===== src/rtl/alu_pkg.sv =====
// alu_pkg: op-code constants, FSM state type and width-independent helpers
// shared by the alu_seq execute-stage ALU and its multiplier unit.
package alu_pkg;

  localparam logic [5:0] OP_SLL   = 6'h00;
  localparam logic [5:0] OP_SRL   = 6'h02;
  localparam logic [5:0] OP_SRA   = 6'h03;
  localparam logic [5:0] OP_MFHI  = 6'h10;
  localparam logic [5:0] OP_MFLO  = 6'h12;
  localparam logic [5:0] OP_MULTU = 6'h19;
  localparam logic [5:0] OP_ADD   = 6'h20;
  localparam logic [5:0] OP_ADDU  = 6'h21;
  localparam logic [5:0] OP_SUB   = 6'h22;
  localparam logic [5:0] OP_SUBU  = 6'h23;
  localparam logic [5:0] OP_AND   = 6'h24;
  localparam logic [5:0] OP_OR    = 6'h25;
  localparam logic [5:0] OP_XOR   = 6'h26;
  localparam logic [5:0] OP_NOR   = 6'h27;
  localparam logic [5:0] OP_SLT   = 6'h2A;
  localparam logic [5:0] OP_SLTU  = 6'h2B;

  typedef enum logic {ST_IDLE = 1'b0, ST_MUL = 1'b1} state_t;

  // Two's-complement overflow from the sign bits of both addends and the sum.
  function automatic logic add_ovf(input logic sa, input logic sb, input logic sr);
    return (sa == sb) && (sr != sa);
  endfunction

  // Signed less-than: differing signs decide directly, otherwise unsigned order holds.
  function automatic logic lt_signed(input logic sa, input logic sb, input logic lt_u);
    return (sa != sb) ? sa : lt_u;
  endfunction

endpackage


===== src/rtl/alu_mult_unit.sv =====
// alu_mult_unit: iterative shift-add unsigned multiplier, one partial product
// per cycle. done is asserted during the final step and product then carries
// the finished 2*WIDTH-bit result, so the caller can register it on that edge.
module alu_mult_unit
  import alu_pkg::*;
#(
  parameter int WIDTH = 32
) (
  input  logic               clk,
  input  logic               rst_n,
  input  logic               start,
  input  logic [WIDTH-1:0]   a,
  input  logic [WIDTH-1:0]   b,
  output logic               busy,
  output logic               done,
  output logic [2*WIDTH-1:0] product
);

  localparam int CNT_W = $clog2(WIDTH + 1);
  localparam logic [CNT_W-1:0] LAST = CNT_W'(WIDTH - 1);

  logic [2*WIDTH-1:0] mcand;
  logic [WIDTH-1:0]   mplier;
  logic [2*WIDTH-1:0] acc;
  logic [CNT_W-1:0]   count;
  logic [2*WIDTH-1:0] step_acc;

  // One shift-add step: accumulate the shifted multiplicand when the multiplier LSB is set.
  always_comb begin
    step_acc = acc + (mplier[0] ? mcand : '0);
  end

  assign done    = busy && (count == LAST);
  assign product = step_acc;

  // Iteration state: load on start, then WIDTH steps.
  always_ff @(posedge clk or negedge rst_n) begin
    if (!rst_n) begin
      busy   <= 1'b0;
      count  <= '0;
      mcand  <= '0;
      mplier <= '0;
      acc    <= '0;
    end else if (start) begin
      busy   <= 1'b1;
      count  <= '0;
      mcand  <= {{WIDTH{1'b0}}, a};
      mplier <= b;
      acc    <= '0;
    end else if (busy) begin
      acc    <= step_acc;
      mcand  <= mcand << 1;
      mplier <= mplier >> 1;
      count  <= count + 1'b1;
      if (count == LAST) busy <= 1'b0;
    end
  end

endmodule


===== src/rtl/alu_seq.sv =====
// alu_seq: registered execute-stage ALU with valid/ready handshake.
// Optional feature macro ALU_MULT_EN adds the MUL state, the iterative
// multiplier and the HI/LO registers (MULTU/MFHI/MFLO); without it those
// op codes are reported illegal and hi/lo read 0.
module alu_seq
  import alu_pkg::*;
#(
  parameter int WIDTH   = 32,
  parameter int SHAMT_W = $clog2(WIDTH)
) (
  input  logic               clk,
  input  logic               rst_n,
  input  logic               in_valid,
  output logic               in_ready,
  input  logic [5:0]         op,
  input  logic [WIDTH-1:0]   src_a,
  input  logic [WIDTH-1:0]   src_b,
  input  logic [SHAMT_W-1:0] shamt,
  output logic               out_valid,
  input  logic               out_ready,
  output logic [WIDTH-1:0]   result,
  output logic               zero,
  output logic               overflow,
  output logic               illegal,
  output logic [WIDTH-1:0]   hi,
  output logic [WIDTH-1:0]   lo
);

  logic                      accept;
  logic                      slot_free;
  logic                      is_sub;
  logic [WIDTH-1:0]          addend;
  logic [WIDTH-1:0]          sum;
  logic                      lt_u;
  logic signed [WIDTH-1:0]   b_s;
  logic [WIDTH-1:0]          res_p0;
  logic                      ovf_p0;
  logic                      ill_p0;

  assign slot_free = !out_valid || out_ready;
  assign accept    = in_valid && in_ready;
  assign b_s       = src_b;

  // Combinational datapath for every single-cycle operation.
  always_comb begin
    is_sub = (op == OP_SUB) || (op == OP_SUBU);
    addend = is_sub ? ~src_b : src_b;
    sum    = src_a + addend + {{(WIDTH-1){1'b0}}, is_sub};
    lt_u   = src_a < src_b;
    res_p0 = '0;
    ovf_p0 = 1'b0;
    ill_p0 = 1'b0;
    case (op)
      OP_ADD:  begin res_p0 = sum; ovf_p0 = add_ovf(src_a[WIDTH-1], addend[WIDTH-1], sum[WIDTH-1]); end
      OP_SUB:  begin res_p0 = sum; ovf_p0 = add_ovf(src_a[WIDTH-1], addend[WIDTH-1], sum[WIDTH-1]); end
      OP_ADDU, OP_SUBU: res_p0 = sum;
      OP_AND:  res_p0 = src_a & src_b;
      OP_OR:   res_p0 = src_a | src_b;
      OP_XOR:  res_p0 = src_a ^ src_b;
      OP_NOR:  res_p0 = ~(src_a | src_b);
      OP_SLT:  res_p0 = {{(WIDTH-1){1'b0}}, lt_signed(src_a[WIDTH-1], src_b[WIDTH-1], lt_u)};
      OP_SLTU: res_p0 = {{(WIDTH-1){1'b0}}, lt_u};
      OP_SLL:  res_p0 = src_b << shamt;
      OP_SRL:  res_p0 = src_b >> shamt;
      OP_SRA:  res_p0 = $unsigned(b_s >>> shamt);
`ifdef ALU_MULT_EN
      OP_MFHI:  res_p0 = hi;
      OP_MFLO:  res_p0 = lo;
      OP_MULTU: res_p0 = '0;
`endif
      default: ill_p0 = 1'b1;
    endcase
  end

`ifdef ALU_MULT_EN
  state_t              state;
  state_t              state_nxt;
  logic                is_multu;
  logic                mul_start;
  logic                mul_busy;
  logic                mul_done;
  logic [2*WIDTH-1:0]  mul_prod;

  assign is_multu  = (op == OP_MULTU);
  assign mul_start = accept && is_multu;

  alu_mult_unit #(.WIDTH(WIDTH)) u_mult (
    .clk     (clk),
    .rst_n   (rst_n),
    .start   (mul_start),
    .a       (src_a),
    .b       (src_b),
    .busy    (mul_busy),
    .done    (mul_done),
    .product (mul_prod)
  );

  // FSM state register.
  always_ff @(posedge clk or negedge rst_n) begin
    if (!rst_n) state <= ST_IDLE;
    else        state <= state_nxt;
  end

  // FSM next-state: enter MUL on an accepted MULTU, leave on the final step.
  always_comb begin
    state_nxt = state;
    case (state)
      ST_IDLE: if (mul_start) state_nxt = ST_MUL;
      ST_MUL:  if (mul_done)  state_nxt = ST_IDLE;
      default: state_nxt = ST_IDLE;
    endcase
  end

  // FSM outputs: requests are only taken in IDLE with room in the output slot.
  always_comb begin
    in_ready = (state == ST_IDLE) && slot_free;
  end

  // Result/flag/HI/LO registers: load on accept or multiply completion, hold under backpressure.
  always_ff @(posedge clk or negedge rst_n) begin
    if (!rst_n) begin
      out_valid <= 1'b0;
      result    <= '0;
      zero      <= 1'b0;
      overflow  <= 1'b0;
      illegal   <= 1'b0;
      hi        <= '0;
      lo        <= '0;
    end else if (accept && !is_multu) begin
      out_valid <= 1'b1;
      result    <= res_p0;
      zero      <= (res_p0 == '0);
      overflow  <= ovf_p0;
      illegal   <= ill_p0;
    end else if (mul_start) begin
      out_valid <= 1'b0;
    end else if (mul_done) begin
      out_valid <= 1'b1;
      hi        <= mul_prod[2*WIDTH-1:WIDTH];
      lo        <= mul_prod[WIDTH-1:0];
      result    <= mul_prod[WIDTH-1:0];
      zero      <= (mul_prod[WIDTH-1:0] == '0);
      overflow  <= 1'b0;
      illegal   <= 1'b0;
    end else if (out_valid && out_ready) begin
      out_valid <= 1'b0;
    end
  end
`else
  assign in_ready = slot_free;
  assign hi       = '0;
  assign lo       = '0;

  // Result/flag registers: load on accept, hold under backpressure.
  always_ff @(posedge clk or negedge rst_n) begin
    if (!rst_n) begin
      out_valid <= 1'b0;
      result    <= '0;
      zero      <= 1'b0;
      overflow  <= 1'b0;
      illegal   <= 1'b0;
    end else if (accept) begin
      out_valid <= 1'b1;
      result    <= res_p0;
      zero      <= (res_p0 == '0);
      overflow  <= ovf_p0;
      illegal   <= ill_p0;
    end else if (out_valid && out_ready) begin
      out_valid <= 1'b0;
    end
  end
`endif

endmodule

===== config.mk =====
export PLATFORM = sky130hd
export DESIGN_NAME = alu_seq
export DESIGN_NICKNAME = d
export VERILOG_FILES = /design/src/rtl/alu_pkg.sv /design/src/rtl/alu_mult_unit.sv /design/src/rtl/alu_seq.sv
export SDC_FILE = /design/constraint.sdc
export NUM_CORES = 1
export LEC_CHECK = 0
export CORE_UTILIZATION = 55
export DETAILED_ROUTE_END_ITERATION = 8
export PLACE_DENSITY = 0.86
export SLEW_MARGIN = 15
export SYNTH_ARGS = -nofsm -noshare
export SYNTH_HDL_FRONTEND = slang
export SYNTH_HIERARCHICAL = 1
export SYNTH_SLANG_ARGS = --single-unit
export TNS_END_PERCENT = 10

===== constraint.sdc =====
create_clock -name clk -period 3.7 [get_ports clk]
set_clock_uncertainty 0.2 [all_clocks]
set_input_delay 0.925 -clock clk [delete_from_list [all_inputs] [get_ports clk]]
set_output_delay 0.925 -clock clk [all_outputs]
set_load 0.01 [all_outputs]

==> impl_metrics.env, run 1 <==
export IMPL_status="stopped before the end"
export IMPL_stop_stage="global routing"
export IMPL_tool_error="[ERROR GRT-0116] Global routing finished with congestion. Check the congestion regions in the DRC Viewer."
export IMPL_numClockSinks=36
export IMPL_syn_instance_count=1543
export IMPL_dieHeight_um=148
export IMPL_synthFlopType="dfrtp_1"
export IMPL_ios=180
export IMPL_yosysTopAreaCellShare_pct=14.4
export IMPL_place_area_mm2=0.0165
export IMPL_grt_max_degree=55
export IMPL_synth_edf_count=0
export IMPL_synth_seq_area_share_pct=7.67
export IMPL_synth_seq_cells=36
export IMPL_fp_dieW_um=148
export IMPL_routabilityCongestion=1.30
export IMPL_ys_warn_count=6
export IMPL_numCtsBuffers=5
export IMPL_cts_hold_buf=0
export IMPL_cts_root_buf="clkbuf_16"
export IMPL_io_buffers=115
export IMPL_detailed_place_hpwl_mm=47.8
export IMPL_ys_async_sr_fraction_pct=100
export IMPL_initial_core_util_pct=56.1
export IMPL_synthTopCellsByCount="nand2_1 (141), ha_1 (135), nor2_1 (113)"
export IMPL_clock_path_buffers=2
export IMPL_rows=53
export IMPL_synth_cell_type_count=85
export IMPL_grt_usage_pct=67.1
export IMPL_grt_pass1_wl_mm=109
export IMPL_yosysTopAreaCell="ha_1"
export IMPL_grt_ovfl_total=3
export IMPL_ys_top_cells_by_area="ha_1 (14%), mux4_2 (8.6%), dfrtp_1 (7.7%)"
export IMPL_grt_pass1_vias=18200
export IMPL_netlist_area_mm2=0.0117
export IMPL_synth_most_common_cell="nand2_1"
export IMPL_avgSynthCellArea_um2=7.61
export IMPL_h_tree_depth=2
==> per-layer routing <==
metal  GRT usage [%]  GRT overflow
met3            52.9             0
met1            65.8             0
met5            31.1             0
met2            84.0             2
met4            65.6             1
==> cells by family after synthesis <==
family | after synthesis | share of synthesized area, %
mux | 169 | 19.7
simple gates | 434 | 17.6
fa+ha+maj | 136 | 14.6
xor+xnor | 81 | 6.04
flops | 36 | 7.67
other cells | 1 | 0.0319
buf+inv | 270 | 11.4
compound gates | 416 | 23.0
==> per-stage QoR <==
step | instances | hold WS [ns] | util (%) | setup WS (ns)
global placement | 2332 | 0.263 | 78.5 | -1.88
detailed placement | 2332 | 0.276 | 78.5 | -2.49
CTS | 2353 | 0.293 | 81.4 | -1.35
floorplan | 1606 | 0.316 | - | -1.25
==> what timing repair did <==
item,in CTS
setup endpoints to repair,34
gates resized for setup,106
pin swaps,47
buffers inserted,13
==> run 2: changes to the inputs <==
CORE_UTILIZATION = 40   (was 55)
PLACE_DENSITY = not set   (was 0.86)
PLACE_DENSITY_LB_ADDON = 0.15   (was not set)
==> run 2 against run 1 <==
The flow now finishes, with violations (setup timing); area after synthesis is the same; synthesized cell count is the same.
==> impl_metrics.env, run 2 <==
export IMPL_nets=2367
export IMPL_timing_fmax_mhz=205
export IMPL_setup_viol=29
export IMPL_rows=62
export IMPL_grt_pass1_wl_mm=90.6
export IMPL_rsz0062_at_grt="yes"
export IMPL_p_leak_uw=0.00853
export IMPL_synth_seq_area_share_pct=7.67
export IMPL_ys_warn_count=6
export IMPL_fp_dieW_um=173
export IMPL_startpoint_type="input port"
export IMPL_synth_edf_count=0
export IMPL_coreArea_mm2=0.0288
export IMPL_stdcell_count=2536
export IMPL_vias_per_cell=5.87
export IMPL_required_ns=3.72
export IMPL_antenna_found_initial=0
export IMPL_finalPower_uw=3530
export IMPL_area_growth_pct=55.3
export IMPL_layout_commonest_cell="buf_4"
export IMPL_antenna_cells=0
export IMPL_grt_ovfl_total=0
export IMPL_hp_class="reg2reg"
export IMPL_clk_pin_slew_ns=0.05
export IMPL_worst_path_max_fanout=5
export IMPL_fin_ws_ns=-1.19
export IMPL_detailed_place_hpwl_mm=51.4
export IMPL_synth_seq_cells=36
export IMPL_timing_final_hold_violations=0
export IMPL_dp_cells=2502
export IMPL_io_buffers=115
export IMPL_avgSynthCellArea_um2=7.61
export IMPL_most_common_layout_cells="buf_4 (581), nand2_1 (133), ha_1 (132)"
export IMPL_drive_gt1_share_pct=38.5
export IMPL_h_tree_depth=2
export IMPL_power_density_mw_per_mm2=193
export IMPL_violations="setup timing"
export IMPL_synthTopCellsByCount="nand2_1 (141), ha_1 (135), nor2_1 (113)"
export IMPL_syn_instance_count=1543
export IMPL_yosysTopAreaCell="ha_1"
export IMPL_totalWireLength_mm=61.6
export IMPL_status="complete, but fails checks"
export IMPL_ys_top_cells_by_area="ha_1 (14%), mux4_2 (8.6%), dfrtp_1 (7.7%)"
export IMPL_dieHeight_um=173
export IMPL_grt_max_degree=59
export IMPL_netlist_area_mm2=0.0117
export IMPL_post_route_min_period_ns=4.89
export IMPL_path_class="in2reg"
export IMPL_post_drt_wl_per_cell_um=24.3
export IMPL_synth_cell_type_count=85
export IMPL_worst_pin_slew_ns=0.932
export IMPL_top_register="result"
export IMPL_post_route_period_util_pct=132
export IMPL_numClockSinks=36
export IMPL_dr_pass1_iters=5
export IMPL_cts_root_buf="clkbuf_16"
export IMPL_yosysTopAreaCellShare_pct=14.4
export IMPL_irDropWorstVdd_mv=0.183
export IMPL_slew_limit_headroom_pct=37.1
export IMPL_cts_hold_buf=0
export IMPL_routabilityCongestion=1.07
export IMPL_drv_slew=0
export IMPL_synthFlopType="dfrtp_1"
export IMPL_cts_tree="yes"
export IMPL_end_kind="flip-flop"
export IMPL_drc=0
export IMPL_synth_most_common_cell="nand2_1"
export IMPL_ios=180
export IMPL_first_iter_violations=1464
export IMPL_critPathArrivalTime_ns=4.91
export IMPL_ys_async_sr_fraction_pct=100
export IMPL_numCtsBuffers=5
export IMPL_clk_latency_ns=0.28
export IMPL_hold_ws_ns=0.274
export IMPL_clock_path_buffers=2
export IMPL_ant_nets=0
export IMPL_initial_core_util_pct=40.8
export IMPL_num_vias=14900
export IMPL_cap_violations=0
export IMPL_largest_register_ffs=32
export IMPL_grt_pass1_vias=14200
export IMPL_grt_usage_pct=39.9
export IMPL_die_area_mm2=0.0301
[run 2: cell counts after synthesis]
No cell type changed its count.
[run 2: report_power, final]
group,internal [uW],total [uW],switching (uW)
clock,282,433,151
combinational,1270,2640,1370
sequential,431,453,21.8
total,1980,3530,1550
[run 2: final cells by class]
| cell class | count | area, um2 |
|---|---|---|
| Clock buffer | 7 | 153 |
| Fill cell | 2554 | 10500 |
| Inverter | 91 | 342 |
| Multi-Input combinational cell | 1300 | 10500 |
| Sequential cell | 36 | 901 |
| Tap cell | 384 | 480 |
| Timing Repair Buffer | 718 | 5890 |
[run 2: worst paths after layout]
check / startpoint / end / slack, ns / depth (start not counted)
setup / recovery: op[4] / zero / -1.19 / 19
hold / removal: result[3] / result[3] / 0.27 / 2
setup reg to reg: out_valid / zero / 0.85 / 10
hold reg to reg: result[3] / result[3] / 0.27 / 2
max in group asynchronous: rst_n / result[28] / 2.12 / 2
min in group asynchronous: rst_n / result[20] / 0.87 / 2
[run 2: stage by stage]
stage	worst slack, ns	utilization, %	instance area [um2]	TNS, ns
after floorplan	-1.25	-	12100	-8.92
after detailed placement	-2.11	59.5	17100	-43.47
after global routing	-1.38	63.4	18200	-17.03
after CTS	-1.22	61.7	17800	-12.83
final	-1.19	63.4	18200	-12.69
after global placement	-1.97	59.5	17100	-40.21
[run 2: layer usage]
| layer | track usage [%] | part of all wire, % | vias to the layer above |
|---|---|---|---|
| met3 | 5.92 | 8.6 | 160 |
| met5 | 0 | 0 | - |
| met1 | 50.7 | 40 | 7168 |
| met2 | 66.4 | 46 | 814 |
| li1 | - | - | 6750 |
| met4 | 18.1 | 5.2 | 0 |
[run 2: critical path, cell delays in order]
cell,delay (ns)
buf_6,0.10
nor4bb_4,0.29
and2_4,0.26
buf_12,0.14
buf_6,0.11
buf_4,0.11
xnor2_2,0.07
ha_1,0.34
nand4_1,0.19
nor2_2,0.18
nand2_1,0.08
o21ai_2,0.22
mux2_4,0.32
or3_4,0.34
or4_4,0.56
nor4_4,0.14
nand4_1,0.16
nor4_2,0.19
a32o_2,0.20
[run 2: repair_timing]
action,in CTS,in global routing
gates cloned,0,0
setup buffers,16,11
hold endpoints to repair,0,0
gates resized for setup,97,91
endpoints found under the setup margin,34,34
pin swaps,43,54
[run 2: kinds of logic after synthesis]
group	count (synthesis)	share of synthesized area, %
and+or+nand+nor	434	17.6
adders and majority gates	136	14.6
buffers and inverters	270	11.4
DFF	36	7.67
AOI/OAI and AO/OA	416	23.0
muxes	169	19.7
xor gates and xnor gates	81	6.04
other	1	0.0319
Power figures use the tool's default switching activity.
==> run 3: changes to the inputs <==
CTS_CLUSTER_DIAMETER = 50   (was not set)
==> results of run 3 <==
The final DEF is identical to that of run 2; final timing and power are the same.
==> run 4: changes to the inputs <==
PLACE_DENSITY_LB_ADDON = not set   (was 0.15)
REMOVE_ABC_BUFFERS = 1   (was not set)
==> run 4 against run 3 <==
The run still ends with setup timing left; fmax rose by 1.2%; largest cell class unchanged; combinational power barely moved; routed wire length is 2.8% lower; core utilization rose by 0.65 points; critical endpoint unchanged; first-iteration DRC count is 5.0% higher; cell area is 1.0% higher; global-route usage decreased by 1.1 points; sequential power about the same; critical path depth decreased by 2; clock-buffer cell count unchanged; cell count is 1.1% higher; die area is the same.
==> impl_metrics.env, run 4 (synthesis gave the netlist of run 2 again) <==
export IMPL_grt_ovfl_total=0
export IMPL_status="complete, but fails checks"
export IMPL_nets=2396
export IMPL_numCtsBuffers=5
export IMPL_p_leak_uw=0.00868
export IMPL_largest_register_ffs=32
export IMPL_irDropWorstVdd_mv=0.139
export IMPL_hold_ws_ns=0.276
export IMPL_cts_hold_buf=0
export IMPL_path_class="in2reg"
export IMPL_hold_path_end="result[5]"
export IMPL_most_common_layout_cells="buf_4 (608), nand2_1 (136), ha_1 (131)"
export IMPL_cts_root_buf="clkbuf_16"
export IMPL_min_from="result[5]"
export IMPL_dieHeight_um=173
export IMPL_grt_pass1_wl_mm=88.1
export IMPL_initial_core_util_pct=40.8
export IMPL_io_buffers=115
export IMPL_reg2reg_depth=11
export IMPL_finalPower_uw=3520
export IMPL_postLayoutCellArea_mm2=0.0184
export IMPL_startpoint_type="input port"
export IMPL_clk_pin_slew_ns=0.05
export IMPL_end_kind="flip-flop"
export IMPL_stdcell_count=2565
export IMPL_pre_cts_ws_ns=-2.41
export IMPL_clk_latency_ns=0.28
export IMPL_grt_max_degree=55
export IMPL_cts_tree="yes"
export IMPL_multi_input_area_mm2=0.0105
export IMPL_area_growth_pct=56.9
export IMPL_worst_pin_slew_ns=0.845
export IMPL_crit_path_cell_trace="buf_8 -> nor4bb_4 -> and2_4 -> xnor2_2 -> inv_2 -> fa_2 -> nand3b_1 -> a211oi_2 -> nor2_2 -> o21ai_2 -> mux2_4 -> or3_4 -> or4_4 -> nor4_4 -> nand4_1 -> nor4_2 -> a32o_2"
export IMPL_top_register="result"
export IMPL_drive_gt1_share_pct=39.2
export IMPL_place_area_mm2=0.0171
export IMPL_detailed_place_hpwl_mm=50.0
export IMPL_grt_pass1_vias=14200
export IMPL_nFillCells=2632
export IMPL_fp_dieW_um=173
export IMPL_setup_viol=30
export IMPL_ios=180
export IMPL_ant_nets=0
export IMPL_regArea_um2=901
export IMPL_violations="setup timing"
export IMPL_first_iter_violations=1537
export IMPL_routabilityCongestion=1.04
export IMPL_critPathArrivalTime_ns=4.85
export IMPL_timing_fmax_mhz=207
export IMPL_rows=62
export IMPL_post_route_min_period_ns=4.83
export IMPL_power_density_mw_per_mm2=191
export IMPL_cpPeakStageDelay_ns=0.54
export IMPL_die_area_mm2=0.0301
export IMPL_ff2ff_setup_slack_ns=0.71
export IMPL_timing_final_hold_violations=0
export IMPL_antenna_cells=0
export IMPL_drv_slew=0
export IMPL_required_ns=3.72
export IMPL_hp_class="reg2reg"
export IMPL_coreArea_mm2=0.0288
export IMPL_drc=0
export IMPL_hold_depth=2
export IMPL_r2r_start="out_valid"
export IMPL_h_tree_depth=2
export IMPL_dr_pass1_iters=6
export IMPL_numClockSinks=36
export IMPL_layout_commonest_cell="buf_4"
export IMPL_num_vias=14900
export IMPL_post_drt_wl_per_cell_um=23.3
export IMPL_cap_violations=0
export IMPL_vias_per_cell=5.81
export IMPL_slowest_stage="or4_4"
export IMPL_fin_ws_ns=-1.13
export IMPL_grt_usage_pct=38.8
export IMPL_worst_path_max_fanout=4
export IMPL_rr_endpoint="zero"
export IMPL_post_route_period_util_pct=131
export IMPL_antenna_found_initial=1
export IMPL_slew_limit_headroom_pct=43.7
export IMPL_totalWireLength_mm=59.9
export IMPL_clock_path_buffers=2
export IMPL_dp_cells=2516
export IMPL_rsz0062_at_grt="yes"
==> run 4: cell count changes in the layout (fill, tap and decap cells not counted), moves of 4 or more <==
| cell | change |
|---|---|
| a21oi_2 | +4 |
| o21ai_0 | +5 |
| inv_2 | +4 |
| o21ai_1 | -4 |
| o21ai_2 | -4 |
| inv_1 | -4 |
| nand2_2 | -4 |
| buf_4 | +27 |
| clkdlybuf4s50_1 | -5 |
==> run 4: final cells by class <==
class,instances,share of cell area (%)
timing repair buffer,747,33.1
multi-input combinational,1300,56.7
inverter,91,1.85
clock buffer,7,0.828
sequential,36,4.89
tap,384,2.61
==> run 4: how the worst max path moves through the flow <==
stage          start    to  slack (ns)  cells past startpoint
6_report       op[2]  zero       -1.13                     17
5_1_grt        op[2]  zero       -1.32                     18
4_1_cts        op[4]  zero       -1.12                     17
3_5_place_dp   op[5]  zero       -2.41                     17
3_3_place_gp   op[5]  zero       -2.31                     17
2_1_floorplan  op[2]  zero       -2.50                     15
==> run 4: stage by stage <==
stage               TNS (ns)  util (%)
finish                -10.45      64.0
global route          -15.13      64.0
CTS                    -9.89      62.2
detailed placement    -43.62      59.5
global placement      -40.73      59.5
floorplan             -36.59         -
==> run 4: critical path: cells and delay by family <==
family / cells / cell delay (ns)
mux: 1 / 0.32
fa+ha+maj: 1 / 0.35
buf+inv: 2 / 0.15
xor+xnor: 1 / 0.14
simple gates: 9 / 2.26
compound gates: 3 / 0.70
==> run 4: routing by layer <==
layer	global-route usage [%]	share of wire [%]	wire length, um	up-vias
li1	-	-	-	6810
met3	3.16	7.6	4560	120
met1	55.0	44	26400	7201
met4	13.1	3.8	2260	0
met5	0	0	0	-
met2	61.8	44	26600	765
==> run 4: timing repair <==
action                                  4_1_cts  5_1_grt
pin swaps                                    49       54
endpoints found under the setup margin       34       33
endpoints found under the hold margin         0        0
gates cloned                                  1        0
setup buffers                                19       24
gates resized for setup                     117       81
==> run 4: where the power goes <==
group          total (uW)  internal [uW]  switching, uW
clock network         430            282            148
logic                2640           1290           1350
registers             450            432           18.7
total                3520           2010           1510
==> edit 1, RTL diff (config.mk and constraints of run 4) <==
The parameter `WIDTH` goes from 32 to 16.
--- a/src/rtl/alu_seq.sv
+++ b/src/rtl/alu_seq.sv
@@ -5,7 +5,7 @@
 module alu_seq
   import alu_pkg::*;
 #(
-  parameter int WIDTH   = 32,
+  parameter int WIDTH   = 16,
   parameter int SHAMT_W = $clog2(WIDTH)
 ) (
   input  logic               clk,
Interface: changed (6 resized); port bits go from 180 to 99. The function was not compared with the original's and may differ.
==> edit 1 against run 4 <==
- the run still ends with setup timing left
- worst setup slack better by 860 ps
- global-route usage down 8.1 points
- design area is 59% lower
- fmax grew 22%
- non-clock buffer count fell by 480
- power shrank 59%
- core utilization down 4.2 points
- via count shrank 60%
- count of clock-buffer cells in the layout down 3
- synthesized area is 56% lower
- worst hold slack worse by 2.9 ps
- wire length shrank 66%
- sequential cell count fell by 16
==> edit 1: results (changes against run 4) <==
{
  "synth_sequential_area_ratio": {"value": 9.63, "unit": "%", "change": "was 7.67%"},
  "clock_insertion_delay_worst_skew": {"value": 250, "unit": "ps", "change": "was 280 ps"},
  "p_sw_share": {"value": 40.0, "unit": "%", "change": "was 43.0%"},
  "total_leakage_power": {"value": 3.53, "unit": "nW", "change": "was 8.68 nW"},
  "grt_start_max_net_pins": {"value": 44, "change": "was 55"},
  "dpl.cell_count": {"value": 1056, "change": "was 2516"},
  "finalWorstSetupSlack": {"value": -270, "unit": "ps", "change": "was -1130 ps"},
  "vias_in_the_first_global_route": {"value": 5530, "change": "was 14200"},
  "detailedPlacementHpwl": {"value": 16900, "unit": "um", "change": "was 50000 um"},
  "synth_area_leaders": {"value": "ha_1, dfrtp_1, mux4_2, mux2i_1, xnor2_1", "change": "was ha_1, mux4_2, dfrtp_1, mux2i_1, buf_4"},
  "number_of_iterations_in_the_first_detailed_routing_pass": {"value": 5, "change": "was 6"},
  "violations": {"value": "setup timing", "change": "unchanged"},
  "timing.hold.worst.start": {"value": "result[8]", "change": "was result[5]"},
  "measured_slew_at_the_worst_slew_check_pin": {"value": 877, "unit": "ps", "change": "was 845 ps"},
  "setup_viol": {"value": 5, "change": "was 30"},
  "largest_reg_flops": {"value": 16, "change": "was 32"},
  "cts_inserted_buffers": {"value": 3, "change": "was 5"},
  "wl_per_cell": {"value": 19.3, "unit": "um", "change": "was 23.3 um"},
  "number_of_design_rule_violations_left_by_the_first_detailed_router_iteration": {"value": 491, "change": "was 1537"},
  "worst_path_dominant_cell_family": {"value": "compound AO/OA/AOI/OAI gates", "change": "was simple AND/OR/NAND/NOR gates"},
  "power.ir.vdd_worst": {"value": 0.000142, "unit": "V", "change": "was 0.000139 V"},
  "synth_cell_types": {"value": 63, "change": "was 85"},
  "detailroute.via_count": {"value": 5897, "change": "was 14900"},
  "critPathLaunch": {"value": "op[1]", "change": "was op[2]"},
  "filler_cell_count": {"value": 1244, "change": "was 2632"},
  "insertedDiodeCount": {"value": 0, "change": "unchanged"},
  "number_of_h_tree_levels": {"value": 1, "change": "was 2"},
  "gp_congestion": {"value": 0.941, "change": "was 1.04"},
  "worstPathMaxFanout": {"value": 5, "change": "was 4"},
  "run_status": {"value": "complete, but fails checks", "change": "unchanged"},
  "nets": {"value": 1004, "change": "was 2396"},
  "routed_wirelength": {"value": 20500, "unit": "um", "change": "was 59900 um"},
  "timing.critical_path.slowest_stage_cell": {"value": "a221o_1", "change": "was or4_4"}
}
edit 1: cell types whose count changed after synthesis, moves of 21 or more:
cell	delta
xnor2_1	-26
inv_1	-43
mux2i_1	-54
nand2_1	-94
mux4_2	-26
ha_1	-72
o21ai_0	-57
nor3_1	-23
a211oi_1	-21
clkbuf_1	-49
nor2_1	-65
a21oi_1	-64
buf_4	-37
mux2_2	-24
edit 1: worst paths after layout:
kind | slack, ps | end | depth (start not counted)
worst max register to register | 1730 | zero | 8
min in group asynchronous | 970 | result[8] | 1
max in group asynchronous | 1790 | result[13] | 1
worst min-delay path | 270 | result[8] | 1
worst max-delay path | -270 | zero | 17
worst min register to register | 270 | result[8] | 1
edit 1: logic make-up (layout without fill, tap and decap cells):
| kind of cell | Yosys count | count (layout) | share of synthesized area [%] |
|---|---|---|---|
| AOI/OAI and AO/OA | 182 | 182 | 22.7 |
| xor gates and xnor gates | 42 | 42 | 7.08 |
| adders and majority gates | 64 | 64 | 15.5 |
| buffers and inverters | 120 | 316 | 11.8 |
| DFF | 20 | 20 | 9.63 |
| muxes | 62 | 62 | 16.8 |
| other | 1 | 32 | 0.0721 |
| and+or+nand+nor | 175 | 175 | 16.4 |
edit 1: metrics by stage:
stage	setup WS, ps	area, um2
global route	-429	7580
finish	-270	7580
global placement	-988	7250
CTS	-428	7440
floorplan	-669	4870
detailed placement	-1100	7250
edit 1: worst reg2reg max path: stages (launching register included):
cell and delay, ps:
dfrtp_1 370, nand2b_1 160, nand2_1 120, a31oi_1 210, o2111ai_1 180, a21oi_1 220, nand4_1 140, nor4_2 170
a22o_1 150
edit 1: area by class of cell:
cell class | count | share of cell area (%)
multi-input cells | 557 | 57.7
repair buffers | 267 | 29.4
flip-flops and latches | 20 | 6.60
well taps | 172 | 2.84
inverters | 45 | 2.23
clock buffers | 4 | 1.17
edit 1: power by group through the flow:
stage | combinational, mW | clock [mW] | sequential (mW)
floorplan | 0.400 | 0 | 0.244
global placement | 0.881 | 0 | 0.240
detailed placement | 0.895 | 0 | 0.240
CTS | 0.916 | 0.245 | 0.236
global route | 1.02 | 0.256 | 0.237
finish | 0.948 | 0.246 | 0.236
edit 1: timing repair:
item                                    CTS  global route
buffers inserted                          5             1
endpoints found under the hold margin     0             0
endpoints found under the setup margin   16            15
pin swaps                                13            22
gates resized for setup                  35            30
edit 1: routing by layer:
metal,GRT usage (%),vias up,share of wire (%)
met4,6.07,2,1.8
li1,-,2808,-
met3,1.83,25,4.3
met2,51.6,207,48
met5,0,-,0.049
met1,43.5,2855,46
==> edit 2, RTL diff (settings of run 4) <==
Made on the original files. Remove the case item `OP_SLL` of the case on `op`.
--- a/src/rtl/alu_seq.sv
+++ b/src/rtl/alu_seq.sv
@@ -60,7 +60,6 @@
       OP_NOR:  res_p0 = ~(src_a | src_b);
       OP_SLT:  res_p0 = {{(WIDTH-1){1'b0}}, lt_signed(src_a[WIDTH-1], src_b[WIDTH-1], lt_u)};
       OP_SLTU: res_p0 = {{(WIDTH-1){1'b0}}, lt_u};
-      OP_SLL:  res_p0 = src_b << shamt;
       OP_SRL:  res_p0 = src_b >> shamt;
       OP_SRA:  res_p0 = $unsigned(b_s >>> shamt);
 `ifdef ALU_MULT_EN
Check against the original RTL: not equivalent (Yosys sat finds a counterexample within 4 cycles, from zero or initial values and one cycle with rst_n low).
==> edit 2 against run 4 <==
- the flow still finishes with violations (setup timing)
- power fell by 18%
- sequential power down 0.9%
- synthesized area fell by 15%
- design area fell by 18%
- sequential cell count stayed put
- wire length fell by 29%
- worst setup slack improved by 300 ps
- critical path type unchanged
- critical endpoint unchanged
- largest cell class unchanged
- highest routed layer is now met5
==> edit 2: results (changes against run 4) <==
{
  "initial_antenna_violation_count": {"value": 2, "change": "was 1"},
  "cts_post_setup_buffers_inserted": {"value": 8, "change": "was 19"},
  "vias_in_the_first_global_route": {"value": 11400, "change": "was 14200"},
  "run_status": {"value": "complete, but fails checks", "change": "unchanged"},
  "dr.max_layer_used": {"value": "met5", "change": "was met4"},
  "wl_per_cell": {"value": 20.2, "unit": "um", "change": "was 23.3 um"},
  "register_to_register_path_setup_slack": {"value": 740, "unit": "ps", "change": "was 710 ps"},
  "detailedPlacementHpwl": {"value": 36000, "unit": "um", "change": "was 50000 um"},
  "nets": {"value": 1991, "change": "was 2396"},
  "setup_viol": {"value": 27, "change": "was 30"},
  "synth_area_leaders": {"value": "ha_1, dfrtp_1, mux4_2, xnor2_1, mux2i_1", "change": "was ha_1, mux4_2, dfrtp_1, mux2i_1, buf_4"},
  "finalWorstSetupSlack": {"value": -828, "unit": "ps", "change": "was -1130 ps"},
  "grt.met1_usage": {"value": 44.5, "unit": "%", "change": "was 55.0%"},
  "total_leakage_power": {"value": 7.34, "unit": "nW", "change": "was 8.68 nW"},
  "synth-xor-area-share": {"value": 7.15, "unit": "%", "change": "was 6.04%"},
  "synth_sequential_area_ratio": {"value": 9.07, "unit": "%", "change": "was 7.67%"},
  "power_density": {"value": 191, "unit": "nW/um2", "change": "about the same"},
  "grt.met3_usage": {"value": 5.37, "unit": "%", "change": "was 3.16%"},
  "crit_path_arrival_time": {"value": 4510, "unit": "ps", "change": "was 4850 ps"},
  "met2_wirelength": {"value": 18900, "unit": "um", "change": "was 26600 um"},
  "violations": {"value": "setup timing", "change": "unchanged"},
  "relSlewSlack": {"value": 19.7, "unit": "%", "change": "was 43.7%"},
  "grt_first_pass_wirelength": {"value": 65200, "unit": "um", "change": "was 88100 um"},
  "multi_input_area": {"value": 8520, "unit": "um2", "change": "was 10500 um2"},
  "setup_tns": {"value": -8630, "unit": "ps", "change": "was -10450 ps"},
  "final.hold.worst_slack": {"value": 270, "unit": "ps", "change": "was 276 ps"},
  "synth_mux_area_share": {"value": 16.9, "unit": "%", "change": "was 19.7%"},
  "relative_contribution_of_the_clock_network_to_total_power": {"value": 14.1, "unit": "%", "change": "was 12.2%"},
  "dpl.cell_count": {"value": 2084, "change": "was 2516"},
  "global_routing_usage_on_met2": {"value": 53.0, "unit": "%", "change": "was 61.8%"},
  "cts_resized": {"value": 97, "change": "was 117"},
  "post_synth_fa_ha_maj_area_fraction": {"value": 16.8, "unit": "%", "change": "was 14.6%"},
  "grt_start_max_net_pins": {"value": 50, "change": "was 55"}
}
==> edit 2: changes by cell type after synthesis, sizes merged, moves of 10 or more <==
cell and delta:
a21oi -25, a211oi -23, o21ai -30, buf -11, nor2 -35, nand2 -10, xor2 -13, nand2b -13
mux2i -27, xnor2 +13, clkbuf -16, mux2 -14, o22ai -14, mux4 -10
==> edit 2: cells by family (layout without fill, tap and decap cells) <==
logic type	after synthesis	after routing
multiplexers	118	118
buffers and inverters	243	677
other	1	65
XOR/XNOR	81	81
AO/OA/AOI/OAI	317	317
adder cells (fa/ha/maj)	133	133
flip-flops	36	36
AND/OR/NAND/NOR	354	354
==> edit 2: final cells by class <==
class | instances | share of cell area [%]
multi-input combinational | 1067 | 56.6
timing repair buffer | 578 | 31.4
sequential | 36 | 5.99
tap | 324 | 2.69
inverter | 91 | 2.27
clock buffer | 8 | 0.973
antenna | 1 | 0.0166
